### src/rtl/wait_rr_scheduler.sv
// Round-robin scheduler that grants one requester at a time and holds the grant
// for a per-requester wait count, with early abort and a fixed release gap.
module wait_rr_scheduler #(
  parameter int NREQ = 4,
  parameter int DW   = 32,
  parameter int CNTW = 8
) (
  input  logic                   clk,
  input  logic                   reset,
  input  logic [NREQ-1:0]        req,
  input  logic [NREQ*DW-1:0]     in_data,
  input  logic [NREQ*CNTW-1:0]   in_wait,
  input  logic                   abort,
  output logic [NREQ-1:0]        gnt,
  output logic [DW-1:0]          out1,
  output logic [NREQ-1:0]        done,
  output logic                   aborted,
  output logic                   busy,
  output logic [1:0]             state
);

  localparam int PW = (NREQ > 1) ? $clog2(NREQ) : 1;

  typedef enum logic [1:0] {
    IDLE    = 2'd0,
    HOLD    = 2'd1,
    RELEASE = 2'd2
  } state_t;

  state_t                 state_q, state_d;
  logic [PW-1:0]          ptr_q, ptr_d;
  logic [CNTW-1:0]        cnt_q, cnt_d;
  logic [NREQ-1:0]        gnt_q, gnt_d;
  logic signed [DW-1:0]   out1_q, out1_d;
  logic [NREQ-1:0]        done_q, done_d;
  logic                   aborted_q, aborted_d;
  logic                   busy_q, busy_d;

  logic                   win_found;
  logic [PW-1:0]          win_idx;
  logic [PW-1:0]          cand;
  logic signed [DW-1:0]   sel_data;
  logic [CNTW-1:0]        sel_wait;

  // A zero wait still holds the grant for one cycle.
  function automatic logic [CNTW-1:0] hold_len(input logic [CNTW-1:0] w);
    return (w == '0) ? CNTW'(1) : w;
  endfunction

  // Scan from the farthest candidate back to ptr so the first hit after ptr wins.
  always_comb begin
    win_found = 1'b0;
    win_idx   = '0;
    cand      = '0;
    for (int k = NREQ - 1; k >= 0; k--) begin
      cand = PW'((int'(ptr_q) + k) % NREQ);
      if (req[cand]) begin
        win_found = 1'b1;
        win_idx   = cand;
      end
    end
  end

  always_comb begin
    sel_data = '0;
    sel_wait = '0;
    for (int i = 0; i < NREQ; i++) begin
      if (win_idx == PW'(i)) begin
        sel_data = in_data[i*DW +: DW];
        sel_wait = in_wait[i*CNTW +: CNTW];
      end
    end
  end

  always_ff @(posedge clk) begin
    if (!reset) begin
      state_q   <= IDLE;
      ptr_q     <= '0;
      cnt_q     <= '0;
      gnt_q     <= '0;
      out1_q    <= '0;
      done_q    <= '0;
      aborted_q <= 1'b0;
      busy_q    <= 1'b0;
    end else begin
      state_q   <= state_d;
      ptr_q     <= ptr_d;
      cnt_q     <= cnt_d;
      gnt_q     <= gnt_d;
      out1_q    <= out1_d;
      done_q    <= done_d;
      aborted_q <= aborted_d;
      busy_q    <= busy_d;
    end
  end

  always_comb begin
    state_d = state_q;
    case (state_q)
      IDLE:    if (win_found) state_d = HOLD;
      HOLD:    if (abort || cnt_q == CNTW'(1)) state_d = RELEASE;
      RELEASE: state_d = IDLE;
      default: state_d = IDLE;
    endcase
  end

  // Abort takes priority over normal completion on the final hold cycle.
  always_comb begin
    gnt_d     = gnt_q;
    out1_d    = out1_q;
    cnt_d     = cnt_q;
    ptr_d     = ptr_q;
    busy_d    = busy_q;
    done_d    = '0;
    aborted_d = 1'b0;
    case (state_q)
      IDLE: begin
        if (win_found) begin
          gnt_d   = '0;
          gnt_d[win_idx] = 1'b1;
          out1_d  = sel_data;
          cnt_d   = hold_len(sel_wait);
          ptr_d   = (win_idx == PW'(NREQ - 1)) ? '0 : win_idx + PW'(1);
          busy_d  = 1'b1;
        end
      end
      HOLD: begin
        if (abort) begin
          gnt_d     = '0;
          busy_d    = 1'b0;
          aborted_d = 1'b1;
        end else if (cnt_q == CNTW'(1)) begin
          gnt_d  = '0;
          busy_d = 1'b0;
          done_d = gnt_q;
        end else if (cnt_q > CNTW'(1)) begin
          cnt_d = cnt_q - CNTW'(1);
        end
      end
      default: ;
    endcase
  end

  assign gnt     = gnt_q;
  assign out1    = out1_q;
  assign done    = done_q;
  assign aborted = aborted_q;
  assign busy    = busy_q;
  assign state   = state_q;

endmodule

### config.mk
export PLATFORM = sky130hd
export DESIGN_NAME = wait_rr_scheduler
export DESIGN_NICKNAME = d
export VERILOG_FILES = /design/src/rtl/wait_rr_scheduler.sv
export SDC_FILE = /design/constraint.sdc
export NUM_CORES = 1
export LEC_CHECK = 0
export CORE_MARGIN = 2
export CORE_UTILIZATION = 39
export CTS_CLUSTER_DIAMETER = 100
export CTS_CLUSTER_SIZE = 40
export DETAILED_ROUTE_END_ITERATION = 10
export GPL_TIMING_DRIVEN = 0
export PLACE_DENSITY = 0.93
export SLEW_MARGIN = 20
export SYNTH_ARGS = -nofsm -noshare
export SYNTH_HDL_FRONTEND = slang
export SYNTH_SLANG_ARGS = --single-unit
### constraint.sdc
create_clock -name clk -period 3.57 [get_ports clk]
set_clock_uncertainty 0.15 [all_clocks]
set_input_delay 0.8925 -clock clk [delete_from_list [all_inputs] [get_ports clk]]
set_output_delay 0.8925 -clock clk [all_outputs]
set_load 0.005 [all_outputs]
After elaboration in Yosys (flattened, before gate mapping)
Index checks and enable logic that the tools add are counted.
{ "op_classes": {"n_reduce_logical": 12, "eq_ne": 11, "magnitude_cmp": 7, "mux": 45, "addsub": 5, "bitwise": 3} }
{ "ops": {"columns": ["operator", "n"], "rows": [
  ["$mux W32", 4],
  ["$mux W8", 9],
  ["$pmux W8 S2", 1],
  ["$lt A2 B3 Y1 const B", 5],
  ["$mux W2", 7],
  ["$mux W1", 13],
  ["$mux W4", 3],
  ["$ne A2 B2 Y1 const B", 5],
  ["$bmux W1 S2", 4],
  ["$eq A8 B1 Y1 const B", 1],
  ["$gt A8 B1 Y1 const B", 1],
  ["$logic_not A8 Y1", 1],
  ["$pmux W4 S2", 1],
  ["$sub A8 B1 Y8 const B", 1],
  ["$reduce_and A2 Y1", 3],
  ["$reduce_and A5 Y1", 1],
  ["$add A2 B1 Y2 const B", 2],
  ["$add A2 B2 Y2 const B", 2],
  ["$eq A2 B1 Y1 const B", 2],
  ["$eq A2 B2 Y1 const B", 2],
  ["$logic_not A2 Y1", 2],
  ["$pmux W2 S2", 1],
  ["$reduce_or A4 Y1", 1],
  ["$ne A3 B3 Y1 const B", 1],
  ["8 further kinds", 10]
]} }
{ "totals": {"word_cells": 91, "reg_bits": 54, "in_bits": 167} }

Logic depth before layout (Yosys ltp)
{ "depth": {"ltp_word": 16, "mapped_depth": 13, "depth_no_buf": 11} }

Worst setup path before layout
OpenSTA, ideal clock, no wires.
{ "synth_timing": {"path_kind": "input port to flip-flop", "startpoint": "input req[2]", "endpoint": "register out1_q[11], in the netlist out1[11]", "setup_slack_ns": 0.666, "t_arrival_ns": 2.621, "n_path_buf": 3, "path_stages": 13, "cell_sequence": "inv_1 > o221ai_1 > o21ai_0 > o21ai_0 > inv_1 > ha_1 > buf_4 > buf_4 > clkbuf_1 > a221oi_1 > nor3_1 > a21oi_1 > a21oi_1"} }
{ "synth_via": {"elab_chain_cells": 11, "word_cells_on_any_way": 25} }
{ "synth_rtl": {"columns": ["element", "line", "text"], "rows": [
  ["from (decl)", "10", "input logic [NREQ-1:0] req,"],
  ["$bmux W1 S2", "57", "if (req[cand]) begin"],
  ["$mux W1 (not written as such)", "57", null],
  ["$mux W2 (4 in series)", "57", null],
  ["$logic_not A2 Y1", "68", "if (win_idx == PW'(i)) begin"],
  ["$mux W32 (4 in series)", "68", null],
  ["to (signal assigned)", "90", "out1_q <= out1_d;"],
  ["to (decl)", "34", "logic signed [DW-1:0] out1_q, out1_d;"]
]} }
Several ways; a longest one is shown, not always the timed one. The select of a mux whose other input is x is not followed.
A chain may end at the register's enable or synchronous reset.

Final worst setup path
{ "layout_timing": {"startpoint": "input req[0]", "endpoint": "register out1_q[2], in the netlist out1[2]"} }
The elaborated chain is that of the path after synthesis.

==> out/results.txt <==
status -> complete, no violations
Residual DRC -> 0
Post-Synth XOR/XNOR Area -> 0
Worst Path Required -> 3.60 ns
Starting Density -> 0.399
Peak VDD IR -> 0.000317 V
total track usage -> 0.281
core area -> 0.00915 sq mm
Top FF cell, synth -> dfxtp_1
sequential cell area -> 0.00108 sq mm
cell with the most instances after synthesis -> a21oi_1
asr flop ratio synth -> 0
Synth Area in Adders -> 0.0205
# setup viols final -> 0
Port Buf Inserts -> 209
CP Buf/Inv Count -> 6
delay-heaviest family, CP -> buffers and inverters
TritonCTS clock tree -> done
Synth area leaders -> dfxtp_1 30%, nor2b_1 11%, a21oi_1 11%
largest net degree at the start of global routing -> 19
# IOs -> 211
Critical Path Start -> req[0]
Layout Nets -> 874
dominant cell type by area after synthesis -> dfxtp_1
clock root buffer -> clkbuf_8
crit-path max FO -> 10
cts bufs inserted -> 5
met1 Use GR -> 0.337
Slew @ Worst Pin -> 0.871 ns
Post-synth EDFFs -> 0
cell leakage power -> 2.27 nW
flop2flop setup slack -> 0.96 ns
total gr overflow -> 0
number of global-route vias before repair -> 4643
wire per inst -> 18.1 um
reg2reg path depth -> 12
sequential area share after synthesis -> 0.296
fillers -> 766
Post-Place Worst Slack -> -0.393 ns
Cells after DPL -> 805
Skew-Pair Late Insertion Delay -> 0.31 ns
Die Ht -> 101 um
drt pass-1 iters -> 8
Slew headroom -> 0.414
non-filler cells in the finished layout -> 813
ratio of cells with drive above 1 in the final layout -> 0.0798
global placer's final weighted congestion -> 0.920
CP Data Arrival Time -> 3.42 ns
Mapped Nets -> 658
routing usage on met3 -> 0.0541
Antenna Cells -> 0
Period Utilization, post-route -> 0.950
first-pass GRT wire length -> 22.6 mm
Syn-to-layout area delta -> 66.2%
CTS Buffer Depth -> 2
TritonCTS Sinks -> 54
Vias -> 4714
Synth Area in Compound Gates -> 0.358
Post CTS Setup Buffer Count -> 0
initial DRC count -> 280
DR vias/cell -> 5.80
post-synth top area share -> 0.296
syn_area_per_cell -> 7.54 sq um
GRT busiest layer -> met2
Cell Chain, Critical Path -> clkdlybuf4s50_1, inv_1, o221ai_1, o21ai_1, o21ai_2, inv_1, ha_1, buf_4, buf_4, buf_2, a221oi_1, nor3_1, a21oi_1, a21oi_1
Final Hold Fails -> 0
PwrDens -> 478 mW/mm^2
largest family of logic cells by synthesized area -> compound AO/OA/AOI/OAI gates
minimum clock period -> 3.39 ns
PnR worst setup slack -> 0.178 ns
max cap viols -> 0
crit end category -> flop
initial antenna violation count -> 0
CP max-delay cell -> clkdlybuf4s50_1
Final ANT Viol Nets -> 0
CTS clock-pin slew for the worst setup and hold paths -> 0.11 ns
DRT Wirelength -> 14.7 mm
Setup CP Type -> in2reg
met2 Use GR -> 0.506
top cells by count, synth -> 82 x a21oi_1, 67 x nor2b_1, 54 x dfxtp_1, 41 x o21ai_0, 37 x a221oi_1
RSZ-0062 raised after global routing -> no
YS warnings -> 0
Multi-input gate area -> 0.00236 sq mm
H-tree depth reported by CTS -> 2
mapped cell area -> 0.00366 sq mm
type of the tightest min-delay check -> reg2reg
Worst setup endpoint -> out1[2]
Detail Placement HPWL -> 11.5 mm
Total Power -> 2.90 mW
Seq cells post-synth -> 54
cell count along the critical path -> 14
critical path's largest stage delay -> 0.53 ns
r2r endpoint -> cnt_q[6]
FF-to-FF Start -> ptr_q[1]
Die W -> 101 um
mux cell area share after synthesis -> 0.00411
# rows -> 35
Max Transition Viols Final -> 0
Fmax -> 295 MHz
Die ar. -> 0.0102 sq mm
Distinct cells, synth -> 47
post-synthesis cell count -> 485
post-synthesis simple-gate area fraction -> 0.248
startpoint types -> input port
area by class of cell:
class / count / share of cell area
inverters: 15 / 0.00927
flip-flops and latches: 54 / 0.178
clock buffers: 5 / 0.0113
plain buffers: 46 / 0.0377
repair buffers: 209 / 0.344
well taps: 111 / 0.0229
clock inverters: 3 / 0.00783
multi-input cells: 370 / 0.389
worst reg2reg max path: stages (launching register included):
cell and delay, ns:
dfxtp_1 0.43, a21oi_1 0.09, nor2_1 0.09, nor2_1 0.04, o22a_1 0.24, inv_1 0.10, ha_1 0.15, buf_4 0.19
buf_2 0.25, a21oi_1 0.11, a221oi_2 0.33, a211oi_1 0.10, o31ai_1 0.26
stage by stage:
stage	instance area (sq um)	utilization	hold WS (ns)	setup TNS (ns)
final	6070	0.664	0.346	0
after global routing	6070	0.664	0.366	0
after CTS	6010	0.657	0.350	0
after detailed placement	5890	0.643	0.329	-9.98
after global placement	5890	0.643	0.324	-3.38
after floorplan	3660	-	0.313	0
layer usage:
layer  vias to the layer above  wire, um
met4                         0       251
met5                         -         0
met2                       265      7620
met1                      2209      5640
li1                       2215         -
met3                        25      1240
state kept, by name, summed over array words and instances, names as in the netlist:
| register | cells |
|---|---|
| out1 | 32 |
| cnt_q | 8 |
| done | 4 |
| gnt | 4 |
| ptr_q | 2 |
| state | 2 |
| aborted | 1 |
| busy | 1 |
logic make-up after synthesis:
| family | Yosys count |
|---|---|
| fa+ha+maj | 6 |
| mux | 1 |
| simple gates | 160 |
| buf+inv | 61 |
| flops | 54 |
| compound gates | 203 |
placed cells by master, fill, tap and decap left out, drive strengths merged, types with 3 or more instances in the layout:
master and count:
clkdlybuf4s50 209, a21oi 83, nor2b 67, dfxtp 54, o21ai 41, a221oi 37, nor3 36, clkbuf 31
nand2 21, buf 20, inv 16, nor2 10, o211ai 7, ha 6, and2 4, nand3b 4
a2bb2oi 4, a31oi 4, a32o 4, a21boi 4, nor3b 3, nand3 3, a21o 3, o31ai 3
o21a 3, nor4 3
worst min-delay path by stage:
stage | startpoint | to | slack [ns] | cells past startpoint
3_5_place_dp | gnt[3] | gnt[3] | 0.33 | 1
4_1_cts | gnt[3] | done[3] | 0.35 | 1
5_1_grt | gnt[0] | done[0] | 0.37 | 1
3_3_place_gp | gnt[3] | done[3] | 0.32 | 1
6_report | gnt[2] | done[2] | 0.35 | 1
2_1_floorplan | cnt_q[3] | cnt_q[3] | 0.31 | 2
power by group:
group / leakage (nW) / internal, mW / switching [mW]
logic: 1.77 / 0.793 / 0.846
clock network: 0.0587 / 0.213 / 0.216
registers: 0.446 / 0.733 / 0.104
total: 2.27 / 1.74 / 1.17
what timing repair did:
action | CTS | global route
resized for setup | 3 | 34
gates cloned | 0 | 0
endpoints found under the setup margin | 3 | 38
pin swaps | 0 | 1
hold buffers | 0 | 0
Power figures use the tool's default switching activity.
